<file path="src/rtl/tick_countdown_timer.sv">
// Countdown timer advanced by edge-qualified ticks from a slow timebase.
// Optional build macro AUTO_RELOAD_EN: the terminal tick reloads load_val and keeps running.
module tick_countdown_timer #(
  parameter int unsigned WIDTH = 8
) (
  input  logic             clk,
  input  logic             reset,
  input  logic             tick,
  input  logic             start,
  input  logic             pause,
  input  logic [WIDTH-1:0] load_val,
  output logic [WIDTH-1:0] count,
  output logic             busy,
  output logic             expired,
  output logic [1:0]       state
);

  typedef enum logic [1:0] {
    IDLE   = 2'd0,
    RUN    = 2'd1,
    PAUSED = 2'd2,
    DONE   = 2'd3
  } state_t;

  state_t           r_state;
  logic [WIDTH-1:0] r_count;
  logic             r_expired;
  logic             r_tick_d;

  logic             w_tq;
  logic             w_load_zero;

  // A tick held high for several cycles must count only once.
  assign w_tq        = tick & ~r_tick_d;
  assign w_load_zero = (load_val == '0);

  always_ff @(posedge clk or posedge reset) begin
    if (reset) begin
      r_state   <= IDLE;
      r_count   <= '0;
      r_expired <= 1'b0;
      r_tick_d  <= 1'b0;
    end else begin
      r_tick_d  <= tick;
      r_expired <= 1'b0;
      if (start) begin
        r_count <= load_val;
        if (w_load_zero) begin
          r_state   <= DONE;
          r_expired <= 1'b1;
        end else begin
          r_state <= RUN;
        end
      end else begin
        case (r_state)
          RUN: begin
            if (pause) begin
              r_state <= PAUSED;
            end else if (w_tq) begin
              if (r_count > WIDTH'(1)) begin
                r_count <= r_count - WIDTH'(1);
              end else begin
                r_expired <= 1'b1;
`ifdef AUTO_RELOAD_EN
                if (!w_load_zero) begin
                  r_count <= load_val;
                end else begin
                  r_count <= '0;
                  r_state <= DONE;
                end
`else
                r_count <= '0;
                r_state <= DONE;
`endif
              end
            end
          end
          // Leaving pause swallows any tick on the same edge.
          PAUSED: begin
            if (!pause) r_state <= RUN;
          end
          default: ;
        endcase
      end
    end
  end

  assign count   = r_count;
  assign expired = r_expired;
  assign state   = r_state;
  assign busy    = (r_state == RUN) || (r_state == PAUSED);

endmodule

</file>
<file path="config.mk">
export PLATFORM = sky130hd
export DESIGN_NAME = tick_countdown_timer
export DESIGN_NICKNAME = d
export VERILOG_FILES = /design/src/rtl/tick_countdown_timer.sv
export SDC_FILE = /design/constraint.sdc
export NUM_CORES = 1
export LEC_CHECK = 0
export ABC_AREA = 1
export CORE_MARGIN = 3
export CORE_UTILIZATION = 50
export CTS_CLUSTER_DIAMETER = 60
export DETAILED_ROUTE_END_ITERATION = 16
export PLACE_DENSITY_LB_ADDON = 0.1
export SETUP_SLACK_MARGIN = 0.5
export SLEW_MARGIN = 0
export SYNTH_ARGS = -nofsm -noshare
export SYNTH_HDL_FRONTEND = slang
export SYNTH_SLANG_ARGS = --single-unit
export TNS_END_PERCENT = 5
</file>
<file path="constraint.sdc">
create_clock -name clk -period 3.6 [get_ports clk]
set_clock_uncertainty 0.1 [all_clocks]
set_input_delay 1.08 -clock clk [delete_from_list [all_inputs] [get_ports clk]]
set_output_delay 1.08 -clock clk [all_outputs]
set_load 0.02 [all_outputs]
</file>
==> metrics.csv <==
metric,value,unit
gp_congestion,0.8724,
synth.distinct_cells,16,
rsz0062_at_grt,no,
io_pins,25,
period_needed,2.830,ns
r2r_slack,1.91,ns
finalSetupTns,0,ns
crit_slowest_cell,clkdlybuf4s50_1,
antenna_cells,0,
drc,0,
holdPathEnd,state[0]$_DFFE_PP0P_,
hold_start,state[0]$_DFFE_PP0P_,
routed_via_density,5.246,
num_vias,897,
fp.dieH,47.52,um
hold_depth,2,
grt_use_total,22.49,%
synth_largest_area_cell,dfrtp_1,
crit_path_max_fanout,4,
grt_overflow,0,
synth_area_per_cell,6.683,sq um
ant_nets,0,
clk_latency,0.29,ns
die_w,47.52,um
numPortBuffers,24,
cts.path.max_buffers,2,
dr.pass1.iters,4,
syn_nets,146,
htree_num_levels,1,
crit_top_cell,inv_1,
reg2reg_depth,7,
worstSetupPathType,reg -> out,
required,2.42,ns
postCtsHoldBufs,0,
drv_cap,0,
fmax,0.3534,GHz
status,completed,
power_density,534.1,mW/mm^2
synthCells,129,
grt_pass1_vias,825,
critical_path.top_delay_family,buffers and inverters,
worst_slew_pin_slew,0.4993,ns
cts_made_buffers,3,
endpoint_kind,primary output,
synth-seq-cells,12,
core-area,0.001559,sq mm
p_leak,0.5952,nW
cts_root_buffer,clkbuf_4,
fin_crit_sh,78.60,%
syn_to_final_growth,32.22,%
setup-violations-final,0,
initialDrtViolationCount,14,
yosysWarnings,0,
hold_class,reg -> reg,
cts_sinks,12,
crit_arrival,1.65,ns
antenna_found_initial,0,
synth_top_area_share,34.83,%
initial_utilization,55.30,%
path_buf_inv,3,
crit_path_start_kind,flip-flop,
syn_area,862.1,sq um
num_rows,14,
stdcell_area,0.001140,sq mm
vdd_drop_max,426.6,uV
cp_cell_sequence,"inv_1, ha_1, inv_1, clkdlybuf4s50_1",
drive_above_1_share,6.452,%
placed_cell_area,0.001104,sq mm
hold_viol,0,
reg2reg_to,count[2]$_DFFE_PP0P_,
path_clk_slew,0.07,ns
fin_hold_ws,0.4535,ns
post_cts_buffers,0,
grt_pass1_wl,3553,um
dieArea,0.002258,sq mm
maxSlewHeadroom,66.61,%
reg2reg_from,count[0]$_DFFE_PP0P_,
cts-resized-gates,0,
grt_max_degree,15,
synth_area_leaders,"dfrtp_1 (35%), nand2_1 (15%), nand3_1 (11%)",
worst_path_largest_cell_delay,0.59,ns
wl,2149,um
maxSlewViolCount,0,
cts_tree,done,
yosysSeqAreaShare,34.83,%
wl_per_cell,12.57,um
hpwl,1648,um
layout.nets,173,
-- per-stage QoR --
step | cells | worst slack [ns] | utilization, % | power (mW)
after floorplan | 129 | 1.464 | - | 0.3737
after global placement | 167 | 0.8374 | 70.79 | 0.4866
after detailed placement | 167 | 0.7327 | 70.79 | 0.4976
after CTS | 171 | 0.7561 | 73.11 | 0.6111
after global routing | 171 | 0.6769 | 73.11 | 0.6552
final | 171 | 0.7705 | 73.11 | 0.6087
-- tightest hold or removal path, cell delays in order (launching register included) --
cell     delay [ns]
dfrtp_1        0.40
nand2_1        0.07
nand2_1        0.05
-- final cells by class --
| cell class | count | area, sq um |
|---|---|---|
| fill | 133 | 419.2 |
| tap | 16 | 20.02 |
| sequential | 12 | 300.3 |
| clock buffer | 4 | 36.28 |
| timing repair buffer | 24 | 240.2 |
| multi-input combinational | 90 | 449.2 |
| inverter | 25 | 93.84 |
-- synthesized netlist by cell type --
library cell / n
xor2_1: 4
nor2_1: 12
ha_1: 4
nor3_1: 3
inv_1: 25
nand2_1: 35
o21ai_0: 4
o21ai_2: 1
dfrtp_1: 12
buf_6: 1
a21oi_1: 1
nand4_1: 2
nor2_2: 4
nand2_2: 1
nand3_1: 19
buf_4: 1
-- flip-flops by register name, indices dropped and copies added, names as in the netlist --
| name | count |
|---|---|
| state | 2 |
| r_tick_d | 1 |
| expired | 1 |
| count | 8 |
-- power breakdown --
group	internal (mW)	switching [mW]	total [mW]	leakage, nW
Sequential	0.163	0.0332	0.196	0.142
Combinational	0.132	0.168	0.300	0.432
Clock	0.0616	0.0518	0.113	0.0210
-- per-layer routing --
metal	part of all wire [%]	vias up	global-route usage (%)
li1	-	451	-
met3	5.1	5	3.759
met1	44	411	28.96
met4	1.8	0	9.945
met2	49	30	36.63
met5	0	-	0
-- logic make-up after synthesis --
family / synth area share (%)
flops: 34.83
buf+inv: 13.06
compound gates: 3.918
simple gates: 38.32
fa+ha+maj: 5.806
xor+xnor: 4.063
-- how the worst max path moves through the flow --
stage                          from              endpoint  cells past startpoint
3_3_place_gp                  start  count[2]$_DFFE_PP0P_                      6
3_5_place_dp                  start  count[1]$_DFFE_PP0P_                      6
4_1_cts        state[0]$_DFFE_PP0P_                  busy                      4
5_1_grt        state[0]$_DFFE_PP0P_                  busy                      4
6_report       state[0]$_DFFE_PP0P_                  busy                      4
2_1_floorplan  state[0]$_DFFE_PP0P_                  busy                      3
-- cells in the final DEF (no fill, tap or decap) --
cell type / synthesis / final
o21ai_0: 4 / 4
inv_1: 25 / 25
nor2_1: 12 / 12
nand4_1: 2 / 2
clkbuf_4: 0 / 3
clkdlybuf4s50_1: 0 / 24
o21ai_2: 1 / 1
ha_1: 4 / 4
nand3_1: 19 / 19
nand2_2: 1 / 1
nor2_2: 4 / 4
a21oi_1: 1 / 1
nand2_1: 35 / 35
nor3_1: 3 / 3
xor2_1: 4 / 4
dfrtp_1: 12 / 12
clkbuf_8: 0 / 1
Note: power is estimated with default switching activity, not from simulation.
